$ cat src/rtl/frogger_pkg.sv
// Shared types and helpers for the Frogger lane and display blocks.
package frogger_pkg;

    typedef enum logic [1:0] {
        IDLE   = 2'd0,
        RUN    = 2'd1,
        PAUSE  = 2'd2,
        FREEZE = 2'd3
    } lane_state_t;

    localparam int CAR_REM_W = 2;

    // Car length 1..3 from the two length-select bits of the LFSR word; bit 1 dominates.
    function automatic logic [CAR_REM_W-1:0] car_len(input logic [1:0] len_sel);
        if (len_sel[1]) begin
            return CAR_REM_W'(3);
        end
        if (len_sel[0]) begin
            return CAR_REM_W'(2);
        end
        return CAR_REM_W'(1);
    endfunction

endpackage

$ cat src/rtl/lane_tick_gen.sv
// Scroll-period counter: counts 0..PERIOD-1 while running, holds otherwise,
// and emits a registered one-cycle tick after each wrap edge.
module lane_tick_gen #(
    parameter int PERIOD = 4
) (
    input  logic clock,
    input  logic reset,
    input  logic run,
    input  logic restart,
    input  logic suppress,
    output logic at_wrap,
    output logic tick
);

    localparam int CNT_W = (PERIOD > 1) ? $clog2(PERIOD) : 1;
    localparam logic [CNT_W-1:0] CNT_LAST = CNT_W'(PERIOD - 1);

    logic [CNT_W-1:0] tick_cnt_q;
    logic [CNT_W-1:0] tick_cnt_d;
    logic             tick_q;
    logic             tick_d;

    assign at_wrap = run && (tick_cnt_q == CNT_LAST);

    always_comb begin
        tick_cnt_d = tick_cnt_q;
        tick_d     = 1'b0;
        if (restart) begin
            tick_cnt_d = '0;
        end else if (run) begin
            if (tick_cnt_q == CNT_LAST) begin
                tick_cnt_d = '0;
            end else begin
                tick_cnt_d = tick_cnt_q + CNT_W'(1);
            end
            // A wrap edge claimed by a clear or a collision does not count as a scroll.
            tick_d = at_wrap && !suppress;
        end
    end

    always_ff @(posedge clock) begin
        if (!reset) begin
            tick_cnt_q <= '0;
            tick_q     <= 1'b0;
        end else begin
            tick_cnt_q <= tick_cnt_d;
            tick_q     <= tick_d;
        end
    end

    assign tick = tick_q;

endmodule

$ cat src/rtl/lane_traffic_gen.sv
// Scrolling traffic lane for the Frogger playfield: spawns cars from the LFSR word,
// scrolls them one column per tick and freezes on a frog collision.
module lane_traffic_gen
    import frogger_pkg::*;
#(
    parameter int WIDTH   = 16,
    parameter int PERIOD  = 4,
    parameter int DENSITY = 8,
    parameter int MIN_GAP = 2
) (
    input  logic                     clock,
    input  logic                     reset,
    input  logic [5:0]               rnd,
    input  logic                     enable,
    input  logic                     dir,
    input  logic [$clog2(WIDTH)-1:0] frog_col,
    input  logic                     frog_in_lane,
    input  logic                     clear,
    output logic [WIDTH-1:0]         lane,
    output logic                     tick,
    output logic                     hit
);

    localparam int GAP_W = (MIN_GAP > 0) ? $clog2(MIN_GAP + 1) : 1;
    localparam logic [GAP_W-1:0] GAP_MAX = GAP_W'(MIN_GAP);
    localparam logic [4:0] DENSITY_THR = 5'(DENSITY);

    lane_state_t            state_q;
    lane_state_t            state_d;
    logic [WIDTH-1:0]       lane_q;
    logic [WIDTH-1:0]       lane_d;
    logic                   hit_q;
    logic                   hit_d;
    logic [CAR_REM_W-1:0]   car_rem_q;
    logic [CAR_REM_W-1:0]   car_rem_d;
    logic [GAP_W-1:0]       gap_q;
    logic [GAP_W-1:0]       gap_d;

    logic                   at_wrap;
    logic                   frog_on_car;
    logic                   hit_cond;
    logic                   entry;
    logic [CAR_REM_W-1:0]   car_rem_nxt;
    logic [GAP_W-1:0]       gap_nxt;
    logic [WIDTH-1:0]       lane_shift;

    lane_tick_gen #(
        .PERIOD (PERIOD)
    ) u_tick_gen (
        .clock    (clock),
        .reset    (reset),
        .run      (state_q == RUN),
        .restart  (state_q == IDLE),
        .suppress (clear || hit_cond),
        .at_wrap  (at_wrap),
        .tick     (tick)
    );

    // Columns beyond the lane (possible when WIDTH is not a power of two) never collide.
    always_comb begin
        frog_on_car = 1'b0;
        if (int'(frog_col) < WIDTH) begin
            frog_on_car = lane_q[frog_col];
        end
        hit_cond = ((state_q == RUN) || (state_q == PAUSE)) && frog_in_lane && frog_on_car;
    end

    // Entry column value for the next scroll: finish the current car first, otherwise
    // spawn only once the gap behind the previous car is wide enough.
    always_comb begin
        entry       = 1'b0;
        car_rem_nxt = car_rem_q;
        gap_nxt     = gap_q;
        if (car_rem_q != '0) begin
            entry       = 1'b1;
            car_rem_nxt = car_rem_q - CAR_REM_W'(1);
        end else if ((gap_q >= GAP_MAX) && ({1'b0, rnd[3:0]} < DENSITY_THR)) begin
            entry       = 1'b1;
            car_rem_nxt = car_len(rnd[5:4]) - CAR_REM_W'(1);
        end
        if (entry) begin
            gap_nxt = '0;
        end else if (gap_q < GAP_MAX) begin
            gap_nxt = gap_q + GAP_W'(1);
        end
        lane_shift = dir ? {entry, lane_q[WIDTH-1:1]} : {lane_q[WIDTH-2:0], entry};
    end

    always_comb begin
        state_d   = state_q;
        lane_d    = lane_q;
        hit_d     = hit_q;
        car_rem_d = car_rem_q;
        gap_d     = gap_q;
        if (clear) begin
            state_d   = IDLE;
            lane_d    = '0;
            hit_d     = 1'b0;
            car_rem_d = '0;
            gap_d     = GAP_MAX;
        end else if (hit_cond) begin
            state_d = FREEZE;
            hit_d   = 1'b1;
        end else begin
            case (state_q)
                IDLE: begin
                    lane_d = '0;
                    if (enable) begin
                        state_d = RUN;
                    end
                end
                RUN: begin
                    if (at_wrap) begin
                        lane_d    = lane_shift;
                        car_rem_d = car_rem_nxt;
                        gap_d     = gap_nxt;
                    end
                    if (!enable) begin
                        state_d = PAUSE;
                    end
                end
                PAUSE: begin
                    if (enable) begin
                        state_d = RUN;
                    end
                end
                FREEZE: begin
                    state_d = FREEZE;
                end
                default: begin
                    state_d = IDLE;
                end
            endcase
        end
    end

    always_ff @(posedge clock) begin
        if (!reset) begin
            state_q   <= IDLE;
            lane_q    <= '0;
            hit_q     <= 1'b0;
            car_rem_q <= '0;
            gap_q     <= GAP_MAX;
        end else begin
            state_q   <= state_d;
            lane_q    <= lane_d;
            hit_q     <= hit_d;
            car_rem_q <= car_rem_d;
            gap_q     <= gap_d;
        end
    end

    assign lane = lane_q;
    assign hit  = hit_q;

endmodule
$ cat config.mk
export PLATFORM = sky130hd
export DESIGN_NAME = lane_traffic_gen
export DESIGN_NICKNAME = d
export VERILOG_FILES = /design/src/rtl/frogger_pkg.sv /design/src/rtl/lane_tick_gen.sv /design/src/rtl/lane_traffic_gen.sv
export SDC_FILE = /design/constraint.sdc
export NUM_CORES = 1
export LEC_CHECK = 0
export BUFFER_PORTS_ARGS = -buffer_cell sky130_fd_sc_hd__buf_2
export CORE_ASPECT_RATIO = 1.1
export CORE_MARGIN = 3
export CORE_UTILIZATION = 25
export DETAILED_ROUTE_END_ITERATION = 10
export GPL_ROUTABILITY_DRIVEN = 1
export SYNTH_ARGS = -nofsm -noshare
export SYNTH_HDL_FRONTEND = slang
export SYNTH_SLANG_ARGS = --single-unit
$ cat constraint.sdc
create_clock -name clock -period 5.3 [get_ports clock]
set_clock_uncertainty 0.2 [all_clocks]
set_input_delay 0 -clock clock [delete_from_list [all_inputs] [get_ports clock]]
set_output_delay 0 -clock clock [all_outputs]
set_load 0.05 [all_outputs]
======== After elaboration in Yosys (flattened, before gate mapping) ========
Index checks and enable logic that the tools add are counted.
cells by class
  reductions and logical operators ........ 21
  muxes and demuxes ....................... 29
  equal/unequal tests ..................... 7
  multipliers ............................. 0
  magnitude comparators ................... 4
  bitwise operators ....................... 3
  add/subtract/negate cells ............... 4
  shift operators ......................... 0
  divide/modulo/power cells ............... 0
operators by type and width
  cell                                                         number
  two-way mux 16 bit                                           2
  case mux 16 bit (2 select lines)                             1
  two-way mux 2 bit                                            14
  two-way mux 1 bit                                            10
  AND reduction 4 bit                                          2
  nonzero test 2 bit                                           4
  equality test 2 bit (second input constant)                  3
  case mux 2 bit (3 select lines)                              1
  OR reduction 2 bit                                           3
  logical AND 1 bit                                            5
  less-than comparator 4 x 5 -> 1 bit (second input constant)  1
  adder 2 x 1 -> 2 bit (second input constant)                 2
  binary-select mux 1 bit (select 4 bit)                       1
  less-than comparator 4 bit (second input constant)           1
  subtractor 2 x 1 -> 2 bit (second input constant)            2
  inequality test 3 x 1 -> 1 bit (second input constant)       1
  inequality test 3 bit (second input constant)                1
  inverter 1 bit                                               3
  AND reduction 3 bit                                          1
  OR reduction 3 bit                                           1
  equality test 2 x 1 -> 1 bit (second input constant)         1
  greater-or-equal comparator 2 bit (second input constant)    1
  zero test 2 bit                                              1
  logical OR 1 bit                                             2
  other kinds (4)                                              4
storage, ports and cells
  memories ................................ 0
  bits in read-only memories .............. 0
  word-level logic and storage cells ...... 75
  output and inout bits ................... 18
  input bits .............................. 16
  RAM bits ................................ 0
  register bits ........................... 26
  latch bits .............................. 0

======== Logic depth before layout (Yosys ltp) ========
Gate-level depths: netlist of run 1.
  word-level depth ........................ 14
  depth in mapped cells ................... 8
  gate-level depth less buffers ........... 7

======== Hierarchy ========
Synthesis of run 1 repeated with hierarchy kept, for this count alone.
unflattened totals
  cell total of the unflattened synthesis .. 175
  area, all modules ....................... 1581.5 sq um
by module, submodules not included
  module            area each (sq um)  times used  cells each  seq. area each (sq um)
  lane_traffic_gen  1451.4             1           163         460.4
  lane_tick_gen     130.1              1           12          60.1

======== Worst setup path after synthesis of run 1 ========
OpenSTA, ideal clock, no wires.
  path kind ............................... register to register
  from .................................... reg lane_q[14], in the netlist lane[14]
  to ...................................... reg lane_q[1], in the netlist lane[1]
  library setup time ...................... 72 ps
  clock period less this slack ............ 2402 ps
  required time ........................... 5028 ps
  data arrival time ....................... 2131 ps
  slack ................................... 2898 ps
  buffers on the path ..................... 2
  cell stages (with the launch flop) ...... 8
  cell sequence ........................... dfxtp_1 -> mux4_1 -> nor2_1 -> or4_4 -> buf_6 -> nand3_4 -> buf_12 -> mux2i_1
between the ends
  word-level cells in the longest chain between the ends .. 5
RTL lines
  element                                  line                     RTL
  start: declaration                       lane_traffic_gen.sv:30   logic [WIDTH-1:0] lane_q;
  start signal: assignment                 lane_traffic_gen.sv:146  lane_q <= lane_d;
  binary-select mux 1 bit (select 4 bit)   lane_traffic_gen.sv:63   frog_on_car = lane_q[frog_col];
  two-way mux 1 bit (implied by the code)  lane_traffic_gen.sv:63
  logical AND 1 bit                        lane_traffic_gen.sv:65   hit_cond = ((state_q == RUN) || (state_q == PAUSE)) && frog_in_lane && frog_on_car;
  inverter 1 bit (no line)                 --
  AND reduction 3 bit (no line)            --
No other way between the ends. The select of a mux whose other input is x is not followed.
A chain may end at the register's enable or synchronous reset.

======== Worst setup path in the final report of run 1 ========
  from .................................... reg state_q[1]
  to ...................................... reg lane_q[15], in the netlist lane[15]
between the ends
  word-level cells in the longest chain between the ends .. 6
  elaborated cells on any way between the ends .. 12
  classes of those cells .................. eq/ne: 3; mux: 1; bitwise: 1; reduce/logical: 7
RTL lines
  element                                                                     line                                                                     RTL
  start: declaration                                                          lane_traffic_gen.sv:28                                                   lane_state_t state_q;
  start signal: assignment                                                    lane_traffic_gen.sv:145                                                  state_q <= state_d;
  equality test 2 x 1 -> 1 bit / equality test 2 bit (equally long branches)  lane_traffic_gen.sv:52, lane_traffic_gen.sv:65, lane_traffic_gen.sv:105
  logical OR 1 bit                                                            lane_traffic_gen.sv:65
  logical AND 1 bit (2 in a row)                                              lane_traffic_gen.sv:65
  inverter 1 bit (no line)                                                    --
  AND reduction 3 bit (no line)                                               --
Parallel ways exist; a longest one is shown, timed or not.

==> results of run 1 <==
worst min-delay path, stage by stage:
cell	delay [ns]
buf_2	0.09
a21oi_1	0.08
mux2_2	0.21
a21oi_1	0.05
path summary, 6_finish.rpt:
kind | from | end | slack (ns) | cells past startpoint
setup / recovery | state_q[1]$_SDFFE_PP0P_ | lane[15]$_SDFFE_PP0P_ | 2.99 | 6
hold / removal | enable | state_q[0]$_SDFFE_PP0P_ | 0.01 | 4
setup reg to reg | state_q[1]$_SDFFE_PP0P_ | lane[15]$_SDFFE_PP0P_ | 2.99 | 6
hold reg to reg | car_rem_q[1]$_SDFFE_PP0P_ | car_rem_q[1]$_SDFFE_PP0P_ | 0.29 | 2
sequential cells by signal, indices dropped and copies added, names as in the netlist:
name                   count
lane                      16
car_rem_q                  2
gap_q                      2
state_q                    2
u_tick_gen.tick_cnt_q      2
hit                        1
u_tick_gen.tick            1
layer usage:
metal | share of wire | track usage
met5 | 0 | 0
met4 | 0.0038 | 0.0125
met3 | 0.050 | 0.0280
met1 | 0.48 | 0.145
met2 | 0.47 | 0.158
metrics by stage:
step / setup WS [ns] / total power, W / util
after CTS: 2.93 / 0.000390 / 0.315
after detailed placement: 2.94 / 0.000258 / 0.299
after floorplan: 2.90 / 0.000248 / -
after global placement: 2.99 / 0.000257 / 0.299
final: 2.99 / 0.000386 / 0.315
after global routing: 2.73 / 0.000400 / 0.315
cell families (layout without fill, tap and decap cells):
family,after synthesis,count (layout),share of synthesized area
compound gates,17,17,0.0752
fa+ha+maj,7,7,0.0548
buf+inv,15,45,0.0509
flops,26,26,0.326
mux,40,40,0.281
simple gates,73,73,0.212
power by group:
| part | internal [W] | switching, W | total, W |
|---|---|---|---|
| registers | 0.000196 | 0.00000106 | 0.000197 |
| logic | 0.0000254 | 0.0000317 | 0.0000571 |
| clock network | 0.0000665 | 0.0000647 | 0.000131 |
final cells by class:
type | count | area [sq um]
Multi-Input combinational cell | 137 | 996
Clock buffer | 4 | 55.1
Tap cell | 77 | 96.3
Sequential cell | 26 | 520
Inverter | 6 | 22.5
Fill cell | 643 | 4100
Timing Repair Buffer | 35 | 198
cells in the final DEF (no fill, tap or decap):
cell           netlist  final
nand2_1             38     38
buf_2                1     30
dfxtp_1             26     26
mux2i_1             22     22
mux2_2              16     16
nor2_1              12     12
a21oi_1              7      7
ha_1                 7      7
inv_1                6      6
nor3_1               5      5
nand3_1              4      4
clkbuf_8             0      4
dlygate4sd3_1        0      4
nand2b_1             2      2
nor2b_1              2      2
o21ai_0              2      2
nor4_1               2      2
mux4_2               1      1
o2111ai_2            1      1
mux4_1               1      1
and3_1               1      1
a2111oi_0            1      1
or4_4                1      1
and2_1               1      1
a21o_1               1      1
nand3_4              1      1
o21ba_2              1      1
o2111a_1             1      1
or4_1                1      1
a31o_1               1      1
nor3b_1              1      1
nand4_1              1      1
o211ai_1             1      1
or3_1                1      1
a31oi_1              1      1
buf_4                0      1
==> results.toml, run 1 <==
[yosys]
seq_area_frac_synth = 0.326
synthArstFlopShare = 0
synth_seq_cells = 26
synth-edff-count = 0
syn_area_per_cell_sq_um = 8.98
synth_ff_type = "dfxtp_1"
ys_top_cells_by_area = "dfxtp_1, mux2i_1, mux2_2"
yosysMostFrequentCell = "nand2_1"
synth_top_area_cell = "dfxtp_1"
synth_common_cells = "nand2_1, dfxtp_1, mux2i_1"
synth_area_sq_um = 1600
yosysWarnings = 0
syn-num-nets = 201
syn_inst = 178
synthDistinctLibCells = 36
synth_top_area_frac = 0.326

[detailed_routing]
num_vias = 1346
initialDrtViolationCount = 50
wire_per_inst_microns = 12.8
via_per_inst = 4.72
drcViolationCount = 0
ant_nets = 0
totalWireLength_mm = 3.65
dr.pass1.iters = 4

[global_route]
grt_overflow = 0
grt_pass1_wl_mm = 6.06
grt_pass1_vias = 1215
grt_usage = 0.102
antenna_found_initial = 0
grt_max_degree = 20

[critical_path]
startpoint_type = "flop"
crit_fanout = 16
max_stage_delay_ns = 0.83
cp_top_family = "simple AND/OR/NAND/NOR gates"
arrival_ns = 2.31
required_ns = 5.30
cp_cell_sequence = "inv_1, ha_1, inv_1, nor2_1, o211ai_1, mux2i_1"
slowest_stage = "nor2_1"
crit_type = "flop to flop"
path_buf_inv = 2
critPathMostFrequentCell = "inv_1"
end_kind = "flop"

[placement]
place_inst = 277
gp_congestion = 0.709
dp_hpwl_mm = 2.66
port_buffers = 30
dpl-instance-area_sq_um = 1790

[cells_and_area]
final_area_sq_um = 1890
syn2layout_area_growth_pct = 18.2
final_cells = 285
diodes = 0
nets = 232
layout-drive-gt1-share = 0.269

[timing]
fin_hold_ws_ns = 0.0113
fin_crit_ns = 2.31
fin_setup_tns_ns = 0
slew_viol_final = 0
hold_viol_final = 0
clock.fmax_mhz = 434
setup_violations = 0
fin_crit_sh = 0.435
relSlewSlack = 0.283
rsz0062_at_grt = "no"
worst_pin_slew_ns = 1.07

[clock_network]
numCtsBuffers = 3
clk_pin_slew_ns = 0.09
h-tree-depth = 1
post_cts_resized = 0
clkLatencyLatePin_ns = 0.27
cts_tree = "built"
cts_max_path_buffers = 2
clock_sinks = 26
post_cts_buffers = 0
cts-root-buf = "clkbuf_8"
hold_buffers = 4

[run_status]
status = "complete, no violations"

[floorplan]
die_area_sq_um = 7390
ios = 34
num_rows = 29
die_h_microns = 89.8
start_util = 0.267
fp.dieW_microns = 82.2
coreArea_sq_um = 5990

[power]
peakVddDrop_v = 0.000108
leakage_nw = 0.794
powerDensity_nw_per_um2 = 204

[flow_run]
cap_violations = 0

[min_path]
min_path_type = "primary input to flop"
Power figures use the tool's default switching activity.
==> run 2, diff against run 1 <==
- clock period: 5.3 -> 2.31 ns (I/O delays scaled with it)
==> run 2 against run 1 <==
Effect of this change: routed wire length is 3.1% higher; sequential power is 130% higher; non-clock buffer count is 5 higher; combinational power is 150% higher; cell area is 2.2% higher; sequential share of layout area is 0.20 points lower; count of clock-buffer cells in the layout is 1 lower; register-to-register slack worse by 2.9 ns; final cell count is 1.8% higher; clock power is 98% higher; critical endpoint is now lane[11]$_SDFFE_PP0P_; largest cell class unchanged; largest power group unchanged.
==> results.toml, run 2 (synthesis gave the netlist of run 1 again) <==
[global_route]
grt_pass1_vias = 1372
grt_max_degree = 20
grt_usage = 0.106
grt_pass1_wl_mm = 6.32
grt_overflow = 0
antenna_found_initial = 0

[critical_path]
crit_fanout = 8
r2r_cells = 6
required_ns = 2.31
crit_start = "state_q[1]$_SDFFE_PP0P_"
r2r_slack_ns = 0.13
timing.rr.start = "state_q[1]$_SDFFE_PP0P_"
end_kind = "flop"
r2r_end = "lane[11]$_SDFFE_PP0P_"
arrival_ns = 2.18
startpoint_type = "flop"
crit_type = "flop to flop"

[floorplan]
coreArea_sq_um = 5990
die_h_microns = 89.8
ios = 34
fp.dieW_microns = 82.2
num_rows = 29
die_area_sq_um = 7390
start_util = 0.267

[placement]
port_buffers = 30
dpl-instance-area_sq_um = 1840
dp_hpwl_mm = 2.68
gp_congestion = 0.767
pre_cts_ws_ns = 0.0655

[cells_and_area]
diodes = 0
final_cell_mix = "nand2_1, buf_2, mux2i_1, dfxtp_1, mux2_2"
nets = 238
final_area_sq_um = 1930
largest_register_ffs = 16
final_common_cell = "nand2_1"
syn2layout_area_growth_pct = 20.8
layout-drive-gt1-share = 0.315
postLayoutCoreUtil = 0.322

[flow_run]
cap_violations = 0

[clock_network]
clkLatencyLatePin_ns = 0.27
cts_tree = "built"
cts-root-buf = "clkbuf_8"
clock_sinks = 26
clk_pin_slew_ns = 0.09
post_cts_buffers = 0
numCtsBuffers = 3
h-tree-depth = 1
cts_max_path_buffers = 2

[min_path]
min_from = "enable"
min_path_type = "primary input to flop"
min_to = "state_q[0]$_SDFFE_PP0P_"
whs_path_depth = 4

[timing]
fin_setup_tns_ns = 0
worst_pin_slew_ns = 0.485
fin_crit_ns = 2.18
slew_viol_final = 0
rsz0062_at_grt = "no"
fin_crit_sh = 0.945
fin_ws_ns = 0.126
setup_violations = 0
relSlewSlack = 0.674
clock.fmax_mhz = 458
hold_viol_final = 0

[detailed_routing]
drcViolationCount = 0
initialDrtViolationCount = 56
dr.pass1.iters = 4
via_per_inst = 4.76
num_vias = 1379
wire_per_inst_microns = 13.0
totalWireLength_mm = 3.76
ant_nets = 0

[run_status]
status = "complete, no violations"

[power]
peakVddDrop_v = 0.000198
powerDensity_nw_per_um2 = 442
leakage_nw = 0.825
run 2: cell types whose count changed in the layout (fill, tap and decap cells not counted):
cell      delta
buf_4        +5
dfxtp_2      +6
nand3_2      +1
dfxtp_1      -6
clkbuf_8     -1
run 2: how the worst max path moves through the flow:
stage	endpoint	slack, ns	cells after the start
detailed placement	lane[11]$_SDFFE_PP0P_	0.07	6
global route	lane[8]$_SDFFE_PP0P_	0.007	6
CTS	lane[11]$_SDFFE_PP0P_	0.05	6
finish	lane[11]$_SDFFE_PP0P_	0.13	6
global placement	lane[7]$_SDFFE_PP0P_	0.13	6
floorplan	lane[10]$_SDFFE_PP0P_	0.11	7
run 2: critical path: stages, from the launching register on:
cell and delay [ns]:
dfxtp_1 0.36, inv_1 0.10, ha_1 0.30, nand3_1 0.11
or4_4 0.57, nand3_2 0.26, mux2i_1 0.22
run 2: power by group:
group          internal [W]  switching, W
Clock              0.000117      0.000143
Combinational     0.0000627     0.0000777
Sequential         0.000450    0.00000162
run 2: timing repair:
action | in CTS | in global routing
endpoints found under the setup margin | 0 | 15
resized for setup | 0 | 0
hold endpoints to repair | 7 | 0
hold buffers | 4 | 0
run 2: metal layers:
metal	wire length, microns	vias to the layer above	global-route usage
met5	0	-	0
met1	1770	646	0.144
met2	1740	36	0.170
met4	33	0	0.0249
li1	-	693	-
met3	215	4	0.0180
run 2: area by class of cell:
type	count	area [sq um]
fill	650	4060
sequential	26	528
multi-input combinational	138	1010
timing repair buffer	40	235
inverter	6	22.5
tap	77	96.3
clock buffer	3	41.3
run 2: per-stage QoR:
step                total power (W)  hold slack, ns  cells
finish                     0.000852          0.0220    290
global route               0.000900          0.0357    290
CTS                        0.000866          0.0186    289
detailed placement         0.000596           0.104    282
global placement           0.000595           0.101    282
floorplan                  0.000570         -0.0421    178
==> run 3, diff against run 2 <==
- CORE_MARGIN: 3 -> 2
==> run 3 against run 2 <==
Effect of this change: cell area grew 0.58%; critical path depth is the same; power up 0.14%; sequential power about the same; maximum frequency up 1.4%; setup slack gained 0.030 ns; combinational power barely moved; critical path type unchanged; worst hold slack worse by 0.0047 ns; core utilization shrank 0.89 points; largest power group unchanged; sequential share of layout area shrank 0.16 points; flip-flop and latch count unchanged; global-route usage grew 0.40 points.
==> results.toml, run 3 (synthesis gave the netlist of run 1 again) <==
[floorplan]
ios = 34
die_area_sq_um = 7050
coreArea_sq_um = 6190
num_rows = 30
die_h_microns = 87.8
fp.dieW_microns = 80.2
start_util = 0.258

[timing]
clock.fmax_mhz = 464
fin_ws_ns = 0.157
rsz0062_at_grt = "no"
slew_viol_final = 0
fin_crit_ns = 2.15
fin_crit_sh = 0.932
worst_pin_slew_ns = 0.519
setup_violations = 0
fin_setup_tns_ns = 0
relSlewSlack = 0.651
hold_viol_final = 0
fin_hold_ws_ns = 0.0173

[detailed_routing]
totalWireLength_mm = 3.72
dr.pass1.iters = 4
wire_per_inst_microns = 12.7
met2_length_mm = 1.79
dr_wl_met3_microns = 156
wl_met1_mm = 1.77
initialDrtViolationCount = 101
routed.top_layer = "met4"
num_vias = 1333
via_per_inst = 4.55
ant_nets = 0
drcViolationCount = 0

[critical_path]
max_stage_delay_ns = 0.58
arrival_ns = 2.16
startpoint_type = "flop"
slowest_stage = "or4_4"
crit_type = "flop to flop"
end_kind = "flop"
r2r_cells = 6
crit_fanout = 8
cp_cell_sequence = "inv_1, ha_1, nand3_1, or4_4, nand3_4, mux2i_1"
required_ns = 2.31

[power]
powerDensity_nw_per_um2 = 440
peakVddDrop_v = 0.000219
total_power_w = 0.000853
leakage_nw = 0.827

[global_route]
antenna_found_initial = 0
grt_pass1_wl_mm = 6.26
grt_max_degree = 20
grt_usage = 0.110
grt_overflow = 0
grt_pass1_vias = 1288

[clock_network]
clock_sinks = 26
clkLatencyLatePin_ns = 0.27
cts_max_path_buffers = 2
h-tree-depth = 1
numCtsBuffers = 3
cts_tree = "built"
clk_pin_slew_ns = 0.09
cts-root-buf = "clkbuf_8"

[cells_and_area]
largest_register_ffs = 16
final_common_cell = "nand2_1"
nets = 238
final_cell_mix = "nand2_1, buf_2, mux2i_1, dfxtp_1, mux2_2"
syn2layout_area_growth_pct = 21.5
final_area_sq_um = 1940
diodes = 0
layout-drive-gt1-share = 0.315

[placement]
gp_congestion = 0.699
dpl-instance-area_sq_um = 1840
dp_hpwl_mm = 2.67
pre_cts_ws_ns = 0.0847
port_buffers = 30

[min_path]
min_path_type = "primary input to flop"
whs_path_depth = 4

[run_status]
status = "complete, no violations"

[flow_run]
cap_violations = 0
[run 3: cell counts in the layout (fill, tap and decap cells not counted)]
No cell type changed its count.
[run 3: metal layers]
metal  vias to the layer above  track usage
li1                        696            -
met1                       614        0.145
met2                        21        0.189
met3                         2       0.0247
met4                         0       0.0139
met5                         -            0
[run 3: worst max-delay path, delay by kind of cell, from the launching register on]
family	cells	cell delay (ns)
multiplexers	1	0.20
adder cells (fa/ha/maj)	1	0.32
AND/OR/NAND/NOR	3	0.92
flip-flops	1	0.36
buffers and inverters	1	0.09
[run 3: timing repair]
action,in CTS,in global routing
hold endpoints to repair,6,0
resized for setup,0,1
setup endpoints to repair,0,15
hold buffers,4,0
setup buffers,0,0
[run 3: final timing paths]
path / from / end / slack (ns)
max: state_q[1]$_SDFFE_PP0P_ / lane[8]$_SDFFE_PP0P_ / 0.16
min: enable / state_q[0]$_SDFFE_PP0P_ / 0.02
max reg2reg: state_q[1]$_SDFFE_PP0P_ / lane[8]$_SDFFE_PP0P_ / 0.16
min reg2reg: lane[15]$_SDFFE_PP0P_ / lane[15]$_SDFFE_PP0P_ / 0.29
[run 3: layout make-up]
class	instances	area [sq um]
well taps	80	100
repair buffers	40	235
clock buffers	3	41.3
flip-flops and latches	26	528
multi-input cells	138	1010
inverters	6	22.5
fillers	680	4250
[run 3: through the flow]
stage / instances / utilization
after floorplan: 178 / -
after global placement: 285 / 0.297
after detailed placement: 285 / 0.297
after CTS: 292 / 0.311
after global routing: 293 / 0.313
final: 293 / 0.313
[run 3: power by group]
group          internal (W)  switching, W
clock network      0.000117      0.000142
registers          0.000450    0.00000149
logic             0.0000639     0.0000785
total              0.000631      0.000222
